--- src/rtl/mc_ctrl.sv ---
// rtl/mc_ctrl.sv - multi-cycle RV32I control FSM
// Sequences fetch/decode/execute/memory/writeback and drives all datapath enables and selects.
module mc_ctrl #(
  parameter int unsigned MEM_TIMEOUT = 0
) (
  input  logic       clk,
  input  logic       rst_n,
  input  logic [6:0] opcode,
  input  logic [2:0] funct3,
  input  logic [6:0] funct7,
  input  logic       alu_zero,
  input  logic       alu_lt,
  input  logic       alu_ltu,
  input  logic       mem_ready,
  output logic       pc_write,
  output logic [1:0] pc_src,
  output logic       ir_write,
  output logic       reg_write,
  output logic [1:0] wb_sel,
  output logic       mem_read,
  output logic       mem_write,
  output logic       alu_src_b,
  output logic [3:0] alu_op,
  output logic       halt,
  output logic [3:0] state_o
);

  typedef enum logic [3:0] {
    IDLE     = 4'd0,
    FETCH    = 4'd1,
    DECODE   = 4'd2,
    EXEC_R   = 4'd3,
    EXEC_I   = 4'd4,
    MEM_ADDR = 4'd5,
    MEM_RD   = 4'd6,
    MEM_WR   = 4'd7,
    WB_ALU   = 4'd8,
    WB_MEM   = 4'd9,
    BRANCH   = 4'd10,
    JAL      = 4'd11,
    LUI      = 4'd12,
    TRAP     = 4'd15
  } state_e;

  localparam logic [3:0] OP_ADD  = 4'd0;
  localparam logic [3:0] OP_SUB  = 4'd1;
  localparam logic [3:0] OP_SLL  = 4'd2;
  localparam logic [3:0] OP_SLT  = 4'd3;
  localparam logic [3:0] OP_SLTU = 4'd4;
  localparam logic [3:0] OP_XOR  = 4'd5;
  localparam logic [3:0] OP_SRL  = 4'd6;
  localparam logic [3:0] OP_SRA  = 4'd7;
  localparam logic [3:0] OP_OR   = 4'd8;
  localparam logic [3:0] OP_AND  = 4'd9;

  localparam int unsigned CW = (MEM_TIMEOUT > 1) ? $clog2(MEM_TIMEOUT + 1) : 1;
  localparam logic [CW-1:0] TO_LAST = CW'(MEM_TIMEOUT - 1);

  state_e          state_q, state_d;
  logic            is_store_q, is_store_d;
  logic [CW-1:0]   wait_q, wait_d;
  logic            wait_st, timeout, taken, br_bad, r_bad, i_bad;

  function automatic logic [3:0] f3_op(input logic [2:0] f3, input logic alt);
    case (f3)
      3'b000:  f3_op = alt ? OP_SUB : OP_ADD;
      3'b001:  f3_op = OP_SLL;
      3'b010:  f3_op = OP_SLT;
      3'b011:  f3_op = OP_SLTU;
      3'b100:  f3_op = OP_XOR;
      3'b101:  f3_op = alt ? OP_SRA : OP_SRL;
      3'b110:  f3_op = OP_OR;
      default: f3_op = OP_AND;
    endcase
  endfunction

  always_comb begin
    case (funct3)
      3'b000:  taken = alu_zero;
      3'b001:  taken = !alu_zero;
      3'b100:  taken = alu_lt;
      3'b101:  taken = !alu_lt;
      3'b110:  taken = alu_ltu;
      3'b111:  taken = !alu_ltu;
      default: taken = 1'b0;
    endcase
  end

  assign br_bad  = (funct3[2:1] == 2'b01);
  assign r_bad   = !((funct7 == 7'h00) || (funct7 == 7'h20)) ||
                   (funct7[5] && (funct3 != 3'b000) && (funct3 != 3'b101));
  assign i_bad   = ((funct3 == 3'b001) && (funct7 != 7'h00)) ||
                   ((funct3 == 3'b101) && (funct7 != 7'h00) && (funct7 != 7'h20));
  assign wait_st = (state_q == FETCH) || (state_q == MEM_RD) || (state_q == MEM_WR);
  assign timeout = (MEM_TIMEOUT != 0) && wait_st && !mem_ready && (wait_q == TO_LAST);

  always_ff @(posedge clk or negedge rst_n) begin
    if (!rst_n) begin
      state_q    <= IDLE;
      is_store_q <= 1'b0;
      wait_q     <= '0;
    end else begin
      state_q    <= state_d;
      is_store_q <= is_store_d;
      wait_q     <= wait_d;
    end
  end

  always_comb begin
    state_d    = state_q;
    is_store_d = is_store_q;
    case (state_q)
      IDLE:     state_d = FETCH;
      FETCH:    if (mem_ready) state_d = DECODE;
      DECODE: begin
        // Load/store direction is captured here so MEM_ADDR never reads the opcode.
        is_store_d = opcode[5];
        case (opcode)
          7'b0110011:             state_d = EXEC_R;
          7'b0010011:             state_d = EXEC_I;
          7'b0000011, 7'b0100011: state_d = MEM_ADDR;
          7'b1100011:             state_d = BRANCH;
          7'b1101111:             state_d = JAL;
          7'b0110111:             state_d = LUI;
          default:                state_d = TRAP;
        endcase
      end
      EXEC_R:   state_d = r_bad ? TRAP : WB_ALU;
      EXEC_I:   state_d = i_bad ? TRAP : WB_ALU;
      WB_ALU:   state_d = FETCH;
      MEM_ADDR: state_d = is_store_q ? MEM_WR : MEM_RD;
      MEM_RD:   if (mem_ready) state_d = WB_MEM;
      MEM_WR:   if (mem_ready) state_d = FETCH;
      WB_MEM:   state_d = FETCH;
      BRANCH:   state_d = br_bad ? TRAP : FETCH;
      JAL:      state_d = FETCH;
      LUI:      state_d = FETCH;
      default:  state_d = TRAP;
    endcase
    if (timeout) state_d = TRAP;
  end

  // Wait counter restarts on every state change, so it only accumulates within one wait.
  always_comb begin
    wait_d = '0;
    if ((state_d == state_q) && wait_st && !mem_ready) wait_d = wait_q + 1'b1;
  end

  always_comb begin
    pc_write  = 1'b0;
    pc_src    = 2'd0;
    ir_write  = 1'b0;
    reg_write = 1'b0;
    wb_sel    = 2'd0;
    mem_read  = 1'b0;
    mem_write = 1'b0;
    alu_src_b = 1'b0;
    alu_op    = OP_ADD;
    halt      = 1'b0;
    case (state_q)
      FETCH: begin
        mem_read = 1'b1;
        ir_write = mem_ready;
        pc_write = mem_ready;
      end
      EXEC_R:   alu_op = f3_op(funct3, funct7[5]);
      EXEC_I: begin
        alu_src_b = 1'b1;
        alu_op    = f3_op(funct3, funct7[5] && (funct3 == 3'b101));
      end
      WB_ALU:   reg_write = 1'b1;
      MEM_ADDR: alu_src_b = 1'b1;
      MEM_RD:   mem_read = 1'b1;
      MEM_WR:   mem_write = 1'b1;
      WB_MEM: begin
        reg_write = 1'b1;
        wb_sel    = 2'd1;
      end
      BRANCH: begin
        alu_op   = OP_SUB;
        pc_src   = 2'd1;
        pc_write = taken && !br_bad;
      end
      JAL: begin
        reg_write = 1'b1;
        wb_sel    = 2'd2;
        pc_write  = 1'b1;
        pc_src    = 2'd2;
      end
      LUI: begin
        reg_write = 1'b1;
        wb_sel    = 2'd3;
      end
      TRAP:     halt = 1'b1;
      default:  ;
    endcase
  end

  assign state_o = state_q;

endmodule

--- config.mk ---
export PLATFORM = sky130hd
export DESIGN_NAME = mc_ctrl
export DESIGN_NICKNAME = d
export VERILOG_FILES = /design/src/rtl/mc_ctrl.sv
export SDC_FILE = /design/constraint.sdc
export NUM_CORES = 1
export LEC_CHECK = 0
export BUFFER_PORTS_ARGS = -buffer_cell sky130_fd_sc_hd__buf_2
export CAP_MARGIN = 10
export CORE_ASPECT_RATIO = 1.2
export CORE_UTILIZATION = 47
export CTS_CLUSTER_DIAMETER = 120
export CTS_CLUSTER_SIZE = 14
export DETAILED_ROUTE_END_ITERATION = 8
export GPL_TIMING_DRIVEN = 0
export PLACE_DENSITY = 0.91
export SYNTH_ARGS = -nofsm -noshare
export SYNTH_HDL_FRONTEND = slang
export SYNTH_SLANG_ARGS = --single-unit
--- constraint.sdc ---
create_clock -name clk -period 2.3 [get_ports clk]
set_input_delay 0.23 -clock clk [delete_from_list [all_inputs] [get_ports clk]]
set_output_delay 0.23 -clock clk [all_outputs]
set_load 0.1 [all_outputs]
==> run metrics <==
Cell variety after synth=43; GRT Util Overall=30.9%; gr ovfl total=0; Mapped Cells=108; nets=176; port buffer count=39; Initial Utilization=51.6%; Top Ports=42; layout cells sized above 1=45.4%; clk_lat worst skew=about 0.24 ns; Syn Area/Cell=7.00 µm²; Clock Path Buffers=2; crit path DAT=1.99 ns; DRC Markers=0; Worst R2R Start=state_o[1]; largest net degree at the start of global routing=11; initial antenna violation count=0; Most used DFF post-synth=dfrtp_1; crit path to=alu_op[0]; YS warnings=0; Synth Register Bits=5; CTS tree=done; Num CTS Buffers=3; Setup WS pre-CTS=0.0573 ns; Clock Pin Slew Worst Setup and Hold Paths=0.04 ns; final-report hold violation count=0; vias in the first global route=just over 900; Reg2Reg Depth=5; height of the die=45.9 µm; DIE AREA=1770 µm²; commonest non-fill, non-tap cell in the layout=buf_2; RR Endpoint=state_o[1]; Slew headroom=67.4%; clock sinks=5; Final Setup Violations=0; worst-path fanout max=10; Critical Path Start=state_o[1]; Tcrit/Tclk final=96.6%; outcome=finished, final reports clean; MaxCap Viol Count=0; Final Wtd Congestion=0.894; Clock Skew=0.00786 ns; most frequent cells in the layout=37 x buf_2, 13 x nand2_1, 6 x a21oi_1, 6 x nor2_1; Worst setup SP type=flip-flop; FP Rows=15; drt pass-1 iters=4; EDFF count, synth=0; Die Wd=38.6 µm; Synth async-reset ratio=100%; min Tclk post-route=between 2 and 2.5 ns; Core Area=1460 µm²; vias=1008; Crit Path Class=flip-flop to output port; Via density=5.96; total routed wirelength=between 2 and 2.5 mm; post-route ant nets=0; first-pass GRT wire length=between 3 and 4 mm; wire per inst=14.3 µm; R2R Setup Slk=0.49 ns; worst setup margin=0.0786 ns; Peak Freq=approximately 0.45 GHz; Layout area overhead=52.0%; ANT cells=0; Starting DRT DRC Count=28; RSZ-0062 raised after global routing=no; CP Capture Type=output port; Tightest Pin Transition=~0.5 ns; post-DP HPWL=around 1.9 mm; post-synth net total=131; mapped cell area=756 µm²; Required @ worst endpoint=2.07 ns; Clock Tree Root=clkbuf_4; HP Class=input port to flip-flop; Post-CTS Setup Inserts=0; Seq/Total Area, Yosys=between 10% and 20%; fin. max-slew vios=0; H-tree depth=1
==> layer usage <==
metal  global-route usage, %  up-vias  part of all wire, %
li1                        -      492                    -
met1                    34.1      450                   37
met2                    55.0       60                   54
met3                    7.35        6                  6.6
met4                    12.4        0                  2.6
met5                       0        -                    0
==> worst max-delay path: stages, from the launching register on <==
cell	delay (ns)
dfrtp_4	0.48
buf_2	0.20
nand2b_1	0.24
o22ai_2	0.22
nand2_4	0.13
o32ai_4	0.27
buf_12	0.21
==> layout make-up <==
class	instances	area, µm²
plain buffers	7	30.0
flip-flops and latches	5	135
clock buffers	4	26.3
repair buffers	40	230
multi-input cells	92	691
well taps	17	21.3
fillers	112	315
inverters	4	15.0
==> repair_timing <==
action,in CTS,in global routing
gates resized for setup,8,2
hold buffers,1,0
pin swaps,1,0
setup endpoints to repair,4,2
endpoints found under the hold margin,5,0
==> logic make-up (layout without fill, tap and decap cells) <==
logic type | count (synthesis) | count (layout) | share of synthesized area [%]
flip-flops | 5 | 5 | 16.6
multiplexers | 3 | 3 | 4.30
AO/OA/AOI/OAI | 31 | 31 | 30.8
AND/OR/NAND/NOR | 52 | 52 | 35.6
XOR/XNOR | 6 | 6 | 6.95
buffers and inverters | 11 | 55 | 5.79
==> state kept, by name, indices dropped and copies added (netlist names) <==
name,flops
is_store_q,1
state_o,4
==> worst min-delay path by stage <==
stage / start / end / slack [ns] / depth (start not counted)
after floorplan: rst_n / is_store_q / -0.07 / 0
after global placement: rst_n / is_store_q / 0.04 / 1
after detailed placement: rst_n / state_o[1] / 0.05 / 1
after CTS: rst_n / state_o[0] / 0.33 / 2
after global routing: opcode[5] / is_store_q / 0.35 / 2
final: opcode[5] / is_store_q / 0.34 / 2
==> through the flow <==
step | cell area [µm²] | setup TNS (ns) | instances | utilization, % | hold WS (ns)
6_report | 1150 | 0 | 169 | 78.5 | 0.341
5_1_grt | 1150 | 0 | 169 | 78.5 | 0.354
4_1_cts | 1140 | 0 | 169 | 77.9 | 0.328
3_5_place_dp | 1080 | 0 | 164 | 73.5 | 0.0479
3_3_place_gp | 1080 | 0 | 164 | 73.5 | 0.0420
2_1_floorplan | 860 | -0.174 | 108 | - | -0.0656
==> Yosys cell counts, types with 2 or more instances <==
cell type  instances  area share (%)
a21oi_1            7             4.6
buf_2              2             1.3
clkbuf_1           4             2.0
dfrtp_1            5              17
inv_1              4             2.0
mux2_2             2             3.0
nand2_1           14             7.0
nand2b_1           5             4.1
nand3_1            2             1.3
nor2_1            15             7.4
nor3_1             4             2.6
o21a_1             2             2.0
o21ai_0            3             2.0
o22ai_1            3             2.5
o32ai_1            2             2.3
o41ai_1            2             2.3
or3_1              2             1.7
xnor2_1            4             4.6
xor2_1             2             2.3
Power is not shown: default switching activity piles up to over one toggle a cycle in this logic, so the estimate is an artifact.
